`src/rtl/timer_countdown_if.sv`:
```
// Control and display bundle for timer_countdown: preset/command inputs, digit and status outputs.
// The scan_data/scan_sel pair only exists when TIMER_DISPLAY_MUX_EN is defined.
interface timer_countdown_if;
    logic        load;
    logic [7:0]  preset_min;
    logic [7:0]  preset_sec;
    logic        start;
    logic        pause;
    logic        fault;
    logic        clear;
    logic [15:0] digits;
    logic        running;
    logic        done;
    logic        error;
`ifdef TIMER_DISPLAY_MUX_EN
    logic [3:0]  scan_data;
    logic [3:0]  scan_sel;

    modport master (
        output load, preset_min, preset_sec, start, pause, fault, clear,
        input  digits, running, done, error, scan_data, scan_sel
    );
    modport slave (
        input  load, preset_min, preset_sec, start, pause, fault, clear,
        output digits, running, done, error, scan_data, scan_sel
    );
`else
    modport master (
        output load, preset_min, preset_sec, start, pause, fault, clear,
        input  digits, running, done, error
    );
    modport slave (
        input  load, preset_min, preset_sec, start, pause, fault, clear,
        output digits, running, done, error
    );
`endif
endinterface

```
`src/rtl/timer_countdown.sv`:
```
// BCD mm:ss countdown timer with run/done/error status and an "Erro" glyph in ERROR.
// Optional multiplexed display scan outputs are enabled by defining TIMER_DISPLAY_MUX_EN.
module timer_countdown #(
    parameter int TICK_DIV = 50_000_000,
    parameter int SCAN_DIV = 50_000
) (
    input  logic            clk,
    input  logic            rst_n,
    timer_countdown_if.slave bus
);
    localparam int PW = (TICK_DIV > 2) ? $clog2(TICK_DIV) : 1;
    localparam logic [15:0] ERRO_CODE = 16'hCEEF;

    typedef enum logic [2:0] {
        ST_IDLE    = 3'd0,
        ST_RUNNING = 3'd1,
        ST_PAUSED  = 3'd2,
        ST_DONE    = 3'd3,
        ST_ERROR   = 3'd4
    } state_t;

    generate
        if (TICK_DIV < 2) begin : g_bad_tick
            $error("timer_countdown: TICK_DIV must be at least 2");
        end
        if (SCAN_DIV < 1) begin : g_bad_scan
            $error("timer_countdown: SCAN_DIV must be at least 1");
        end
    endgenerate

    // A preset is legal when every digit is decimal and the seconds tens digit is at most 5.
    function automatic logic preset_valid(input logic [7:0] mins, input logic [7:0] secs);
        preset_valid = (mins[7:4] <= 4'd9) && (mins[3:0] <= 4'd9) &&
                       (secs[7:4] <= 4'd5) && (secs[3:0] <= 4'd9);
    endfunction

    function automatic logic [15:0] bcd_dec(input logic [15:0] t);
        logic [3:0] mt;
        logic [3:0] mu;
        logic [3:0] st;
        logic [3:0] su;
        logic       borrow;
        {mt, mu, st, su} = t;
        if (su == 4'd0) begin
            su     = 4'd9;
            borrow = 1'b1;
        end else begin
            su     = su - 4'd1;
            borrow = 1'b0;
        end
        if (borrow) begin
            if (st == 4'd0) begin
                st = 4'd5;
            end else begin
                st     = st - 4'd1;
                borrow = 1'b0;
            end
        end else begin
            st = st;
        end
        if (borrow) begin
            if (mu == 4'd0) begin
                mu = 4'd9;
            end else begin
                mu     = mu - 4'd1;
                borrow = 1'b0;
            end
        end else begin
            mu = mu;
        end
        if (borrow) begin
            mt = mt - 4'd1;
        end else begin
            mt = mt;
        end
        bcd_dec = {mt, mu, st, su};
    endfunction

    state_t      state_r;
    state_t      state_nxt_s;
    logic [15:0] count_r;
    logic [15:0] count_nxt_s;
    logic [PW-1:0] presc_r;
    logic [PW-1:0] presc_nxt_s;
    logic        done_nxt_s;
    logic [15:0] digits_nxt_s;
    logic [15:0] count_dec_s;
    logic        preset_ok_s;
    logic [15:0] digits_r;
    logic        running_r;
    logic        done_r;
    logic        error_r;

    assign count_dec_s = bcd_dec(count_r);
    assign preset_ok_s = preset_valid(bus.preset_min, bus.preset_sec);

    // Next-state, count and prescaler decisions in fault > clear > load > pause > start order.
    always_comb begin
        state_nxt_s = state_r;
        count_nxt_s = count_r;
        presc_nxt_s = presc_r;
        done_nxt_s  = 1'b0;
        if (bus.fault) begin
            state_nxt_s = ST_ERROR;
        end else if (state_r == ST_ERROR) begin
            if (bus.clear) begin
                state_nxt_s = ST_IDLE;
                count_nxt_s = 16'h0000;
                presc_nxt_s = '0;
            end else begin
                state_nxt_s = ST_ERROR;
            end
        end else if (bus.load) begin
            if (preset_ok_s) begin
                state_nxt_s = ST_IDLE;
                count_nxt_s = {bus.preset_min, bus.preset_sec};
                presc_nxt_s = '0;
            end else begin
                state_nxt_s = ST_ERROR;
            end
        end else begin
            case (state_r)
                ST_IDLE: begin
                    if (bus.start && (count_r == 16'h0000)) begin
                        state_nxt_s = ST_DONE;
                        done_nxt_s  = 1'b1;
                    end else if (bus.start) begin
                        state_nxt_s = ST_RUNNING;
                    end else begin
                        state_nxt_s = ST_IDLE;
                    end
                end
                ST_RUNNING: begin
                    if (bus.pause) begin
                        state_nxt_s = ST_PAUSED;
                    end else if (presc_r == PW'(TICK_DIV - 1)) begin
                        // Prescaler wrap is the one-second tick.
                        presc_nxt_s = '0;
                        count_nxt_s = count_dec_s;
                        if (count_dec_s == 16'h0000) begin
                            state_nxt_s = ST_DONE;
                            done_nxt_s  = 1'b1;
                        end else begin
                            state_nxt_s = ST_RUNNING;
                        end
                    end else begin
                        presc_nxt_s = presc_r + PW'(1);
                    end
                end
                ST_PAUSED: begin
                    if (bus.start) begin
                        state_nxt_s = ST_RUNNING;
                    end else begin
                        state_nxt_s = ST_PAUSED;
                    end
                end
                ST_DONE: begin
                    state_nxt_s = ST_DONE;
                end
                default: begin
                    state_nxt_s = ST_IDLE;
                    count_nxt_s = 16'h0000;
                    presc_nxt_s = '0;
                end
            endcase
        end
    end

    assign digits_nxt_s = (state_nxt_s == ST_ERROR) ? ERRO_CODE : count_nxt_s;

    // State, count, prescaler and registered status outputs.
    always_ff @(posedge clk or negedge rst_n) begin
        if (!rst_n) begin
            state_r   <= ST_IDLE;
            count_r   <= 16'h0000;
            presc_r   <= '0;
            digits_r  <= 16'h0000;
            running_r <= 1'b0;
            done_r    <= 1'b0;
            error_r   <= 1'b0;
        end else begin
            state_r   <= state_nxt_s;
            count_r   <= count_nxt_s;
            presc_r   <= presc_nxt_s;
            digits_r  <= digits_nxt_s;
            running_r <= (state_nxt_s == ST_RUNNING);
            done_r    <= done_nxt_s;
            error_r   <= (state_nxt_s == ST_ERROR);
        end
    end

    assign bus.digits  = digits_r;
    assign bus.running = running_r;
    assign bus.done    = done_r;
    assign bus.error   = error_r;

`ifdef TIMER_DISPLAY_MUX_EN
    localparam int SW = (SCAN_DIV > 2) ? $clog2(SCAN_DIV) : 1;

    function automatic logic [3:0] scan_field(input logic [15:0] d, input logic [3:0] sel);
        case (sel)
            4'b0111: scan_field = d[15:12];
            4'b1011: scan_field = d[11:8];
            4'b1101: scan_field = d[7:4];
            4'b1110: scan_field = d[3:0];
            default: scan_field = 4'd0;
        endcase
    endfunction

    logic [SW-1:0] scan_cnt_r;
    logic [SW-1:0] scan_cnt_nxt_s;
    logic [3:0]    scan_sel_r;
    logic [3:0]    scan_sel_nxt_s;
    logic [3:0]    scan_data_r;

    // Scan slot counter; the active-low select rotates right on each wrap.
    always_comb begin
        if (scan_cnt_r == SW'(SCAN_DIV - 1)) begin
            scan_cnt_nxt_s = '0;
            scan_sel_nxt_s = {scan_sel_r[0], scan_sel_r[3:1]};
        end else begin
            scan_cnt_nxt_s = scan_cnt_r + SW'(1);
            scan_sel_nxt_s = scan_sel_r;
        end
    end

    // Scan registers; data follows the digit the next select will enable.
    always_ff @(posedge clk or negedge rst_n) begin
        if (!rst_n) begin
            scan_cnt_r  <= '0;
            scan_sel_r  <= 4'b0111;
            scan_data_r <= 4'd0;
        end else begin
            scan_cnt_r  <= scan_cnt_nxt_s;
            scan_sel_r  <= scan_sel_nxt_s;
            scan_data_r <= scan_field(digits_nxt_s, scan_sel_nxt_s);
        end
    end

    assign bus.scan_sel  = scan_sel_r;
    assign bus.scan_data = scan_data_r;
`endif

endmodule

```
`src/flat_wrapper.sv`:
```
// flat-port wrapper written by rule: the top's interface ports become plain ports
module timer_countdown_flat 
#(
    parameter int TICK_DIV = 50_000_000,
    parameter int SCAN_DIV = 50_000
)
  (clk, rst_n, bus_load, bus_preset_min, bus_preset_sec, bus_start, bus_pause, bus_fault, bus_clear, bus_digits, bus_running, bus_done, bus_error);
  timer_countdown_if bus_i ();
  input  logic clk;
  input  logic rst_n;
  input wire logic [$bits(bus_i.load)-1:0] bus_load;
  input wire logic [$bits(bus_i.preset_min)-1:0] bus_preset_min;
  input wire logic [$bits(bus_i.preset_sec)-1:0] bus_preset_sec;
  input wire logic [$bits(bus_i.start)-1:0] bus_start;
  input wire logic [$bits(bus_i.pause)-1:0] bus_pause;
  input wire logic [$bits(bus_i.fault)-1:0] bus_fault;
  input wire logic [$bits(bus_i.clear)-1:0] bus_clear;
  output wire logic [$bits(bus_i.digits)-1:0] bus_digits;
  output wire logic [$bits(bus_i.running)-1:0] bus_running;
  output wire logic [$bits(bus_i.done)-1:0] bus_done;
  output wire logic [$bits(bus_i.error)-1:0] bus_error;
  assign bus_i.load = bus_load;
  assign bus_i.preset_min = bus_preset_min;
  assign bus_i.preset_sec = bus_preset_sec;
  assign bus_i.start = bus_start;
  assign bus_i.pause = bus_pause;
  assign bus_i.fault = bus_fault;
  assign bus_i.clear = bus_clear;
  assign bus_digits = bus_i.digits;
  assign bus_running = bus_i.running;
  assign bus_done = bus_i.done;
  assign bus_error = bus_i.error;
  timer_countdown #(.TICK_DIV(TICK_DIV), .SCAN_DIV(SCAN_DIV)) u_core (.clk(clk), .rst_n(rst_n), .bus(bus_i));
endmodule
```
`config.mk`:
```
export PLATFORM = sky130hd
export DESIGN_NAME = timer_countdown_flat
export DESIGN_NICKNAME = d
export VERILOG_FILES = /design/src/rtl/timer_countdown_if.sv /design/src/rtl/timer_countdown.sv /design/src/flat_wrapper.sv
export SDC_FILE = /design/constraint.sdc
export NUM_CORES = 1
export LEC_CHECK = 0
export BUFFER_PORTS_ARGS = -buffer_cell sky130_fd_sc_hd__buf_4
export CORE_UTILIZATION = 59
export CTS_CLUSTER_SIZE = 40
export DETAILED_ROUTE_END_ITERATION = 12
export PLACE_DENSITY = 0.89
export SYNTH_ARGS = -nofsm -noshare
export SYNTH_HDL_FRONTEND = slang
export SYNTH_SLANG_ARGS = --single-unit
```
`constraint.sdc`:
```
create_clock -name clk -period 2.8 [get_ports clk]
set_input_delay 0.56 -clock clk [delete_from_list [all_inputs] [get_ports clk]]
set_output_delay 0.56 -clock clk [all_outputs]
set_load 0.02 [all_outputs]
```
==> impl_metrics.csv <==
group,metric,value,unit
clock_tree,cts_hold_buffers,0,
route,viasPerCell,6.816,
clock_tree,cts_made_buffers,9,
placement,place_ws,0.1615,ns
timing,max_freq,0.3784,GHz
critical_path,cp-start-kind,"flop",
synthesis,synth_area,3995,sq um
status,status,"finished, violations left",
critical_path,crit_path_start,"u_core.count_r[1]",
timing,finalSetupTns,0,ns
route,ant_nets,0,
synthesis,ys_seq_area_share,40.09,%
route,drc,9,
critical_path,crit_required,3.05,ns
clock_tree,cts_tree,"done",
finish,final_cell_area,4637,sq um
clock_tree,clockRootBuffer,"clkbuf_8",
timing,finalSetupViolations,0,
synthesis,ys_seq_elements,64,
job,drv_cap,0,
timing,finClkSkew,0.01112,ns
critical_path,critPathKind,"reg -> reg",
pwr,leakage,1.975,nW
clock_tree,cts.repair.resized,0,
finish,nets,540,
floorplanning,fp.coreArea,6459,sq um
synthesis,synth_warnings,0,
critical_path,worstPathArrival,2.90,ns
synthesis,yosys-top-cells-area,"dfrtp_1, o21ai_0, nand2_1",
pwr,total_power,2.258,mW
floorplanning,die_w,84.29,um
timing,setup_ws,0.1574,ns
global_routing,grt_max_degree,65,
synthesis,yosys.area.top_type,"dfrtp_1",
finish,utilization,71.79,%
clock_tree,clock_path_buffers,2,
timing,rsz0062_at_grt,"false",
floorplanning,row_count,29,
critical_path,end_kind,"flop",
timing,hold_violations,0,
critical_path,ff2ff_setup_slack,0.16,ns
status,violations,"design-rule violations",
route,wl_per_cell,19.36,um
critical_path,r2r_cells,8,
global_routing,grt_pass1_vias,3973,
synthesis,synth.most_common_cell,"dfrtp_1",
placement,hpwl,8.071,mm
finish,diodes,0,
synthesis,synth_edf_count,0,
clock_tree,cts_post_setup_buffers_inserted,0,
synthesis,syn_avg_cell_area,8.647,sq um
synthesis,synthCells,462,
min_path,min_path_type,"in -> async",
pwr,power_density,486.9,nW/um^2
clock_tree,insertion_delay,0.35,ns
timing,min_period,2.643,ns
placement,dpl_cell_area,4431,sq um
timing,tightest_slew,1.147,ns
synthesis,yosys-top-cells-count,"dfrtp_1, nand2_1, o21ai_0, nor2_1, a21oi_1",
route,firstDrtPassIters,10,
finish,stdcell_count,594,
synthesis,synthArstFlopShare,100.0,%
timing,fin_crit_sh,94.38,%
timing,maxSlewViolCount,0,
route,wirelength,11.50,mm
placement,gp_congestion,0.9774,
route,vias,4049,
placement,placedCellCount,578,
critical_path,r2r-start,"u_core.count_r[1]",
floorplanning,start_util,61.86,%
clock_tree,clkSlewWorstSetupHoldPaths,0.08,ns
floorplanning,die_y,84.29,um
pwr,ir_worst_vdd,0.2658,mV
synthesis,synth_top_area_share,40.09,%
finish,syn2layout_area_growth,16.07,%
global_routing,grt_first_pass_wirelength,19.25,mm
clock_tree,h-tree-depth,3,
timing,slew_headroom,23.20,%
floorplanning,ios,42,
route,drt_iter0_drc,557,
critical_path,r2r-end,"u_core.bus.done",
global_routing,grt_overflow,0,
clock_tree,clock-sinks,64,
global_routing,track_usage,34.30,%
placement,port-buffer-count,41,
global_routing,antenna_found_initial,0,
floorplanning,dieArea,7105,sq um
critical_path,endpoint,"u_core.bus.done",
finish,drive_above_1_share,19.15,%
timing,whs,0.2898,ns
synthesis,yosys_most_used_dff,"dfrtp_1",
critical_path,crit_fanout,6,
synthesis,syn-num-nets,490,
synthesis,synth_cell_types,65,
==> worst min path at each step <==
stage,startpoint,to,slack (ns),cells past startpoint
3_3_place_gp,u_core.presc_r[19],u_core.presc_r[19],0.50,1
6_report,rst_n,u_core.presc_r[0],0.29,1
4_1_cts,rst_n,u_core.presc_r[0],0.32,1
3_5_place_dp,u_core.presc_r[3],u_core.presc_r[3],0.51,1
2_1_floorplan,rst_n,u_core.bus.digits[0],0.26,0
5_1_grt,rst_n,u_core.presc_r[2],0.37,1
==> worst max-delay path: stages (launching register included) <==
cell and delay (ns):
dfrtp_1 0.39, inv_1 0.11, ha_1 0.28, nor4b_4 0.28, and4_2 0.36, mux2i_1 0.24, nand4_1 0.13, or4_1 0.50
a211oi_2 0.25
==> power breakdown <==
group / leakage, nW / switching, mW / internal, mW / total (mW)
clock network: 0.0989 / 0.398 / 0.438 / 0.836
logic: 1.03 / 0.267 / 0.169 / 0.436
registers: 0.841 / 0.0307 / 0.955 / 0.986
==> cell families (layout without fill, tap and decap cells) <==
group	Yosys count	in the layout	share of synthesized area, %
AO/OA/AOI/OAI	133	133	21.45
XOR/XNOR	12	12	2.631
adder cells (fa/ha/maj)	5	5	1.566
buffers and inverters	39	94	4.948
flip-flops	64	64	40.09
multiplexers	7	7	1.879
AND/OR/NAND/NOR	202	202	27.44
==> area by class of cell <==
class | instances | area [sq um]
clock buffers | 10 | 137.6
clock inverters | 6 | 67.56
fillers | 496 | 1822
inverters | 13 | 48.80
multi-input cells | 359 | 2197
flip-flops and latches | 64 | 1602
well taps | 77 | 96.34
repair buffers | 65 | 488.0
==> metal layers <==
layer	vias up	wire length (um)	global-route usage, %
li1	1797	-	-
met1	1909	4835	47.88
met2	287	4946	50.82
met3	56	1213	6.490
met4	0	506	18.34
met5	-	0	0
==> sequential cells by signal, summed over array words and instances (netlist names) <==
signal              flops
u_core.presc_r         26
u_core.bus.digits      16
u_core.count_r         16
u_core.state_r          3
u_core.bus.done         1
u_core.bus.error        1
u_core.bus.running      1
==> placed cells by master (no fill, tap or decap), types with 3 or more instances in the layout <==
| cell type | count |
|---|---|
| or2_2 | 3 |
| dfrtp_1 | 64 |
| buf_4 | 65 |
| nand2b_1 | 10 |
| a2bb2oi_1 | 5 |
| o21a_1 | 4 |
| o31ai_1 | 13 |
| nand3_1 | 16 |
| a21oi_1 | 28 |
| o211ai_1 | 4 |
| nor4_1 | 4 |
| nand2_1 | 47 |
| inv_1 | 13 |
| or3_1 | 6 |
| clkbuf_8 | 10 |
| nand4_1 | 10 |
| or4_1 | 6 |
| nor3b_1 | 3 |
| o21ai_0 | 41 |
| o41ai_1 | 4 |
| a21o_1 | 4 |
| nor4b_1 | 6 |
| mux2i_1 | 3 |
| nor3_1 | 17 |
| or3b_2 | 3 |
| a31oi_1 | 6 |
| and4_1 | 5 |
| ha_1 | 5 |
| xnor2_1 | 10 |
| nor2b_1 | 7 |
| and3_1 | 6 |
| mux2_2 | 4 |
| nor2_1 | 40 |
| a211oi_1 | 3 |
Power figures use the tool's default switching activity.
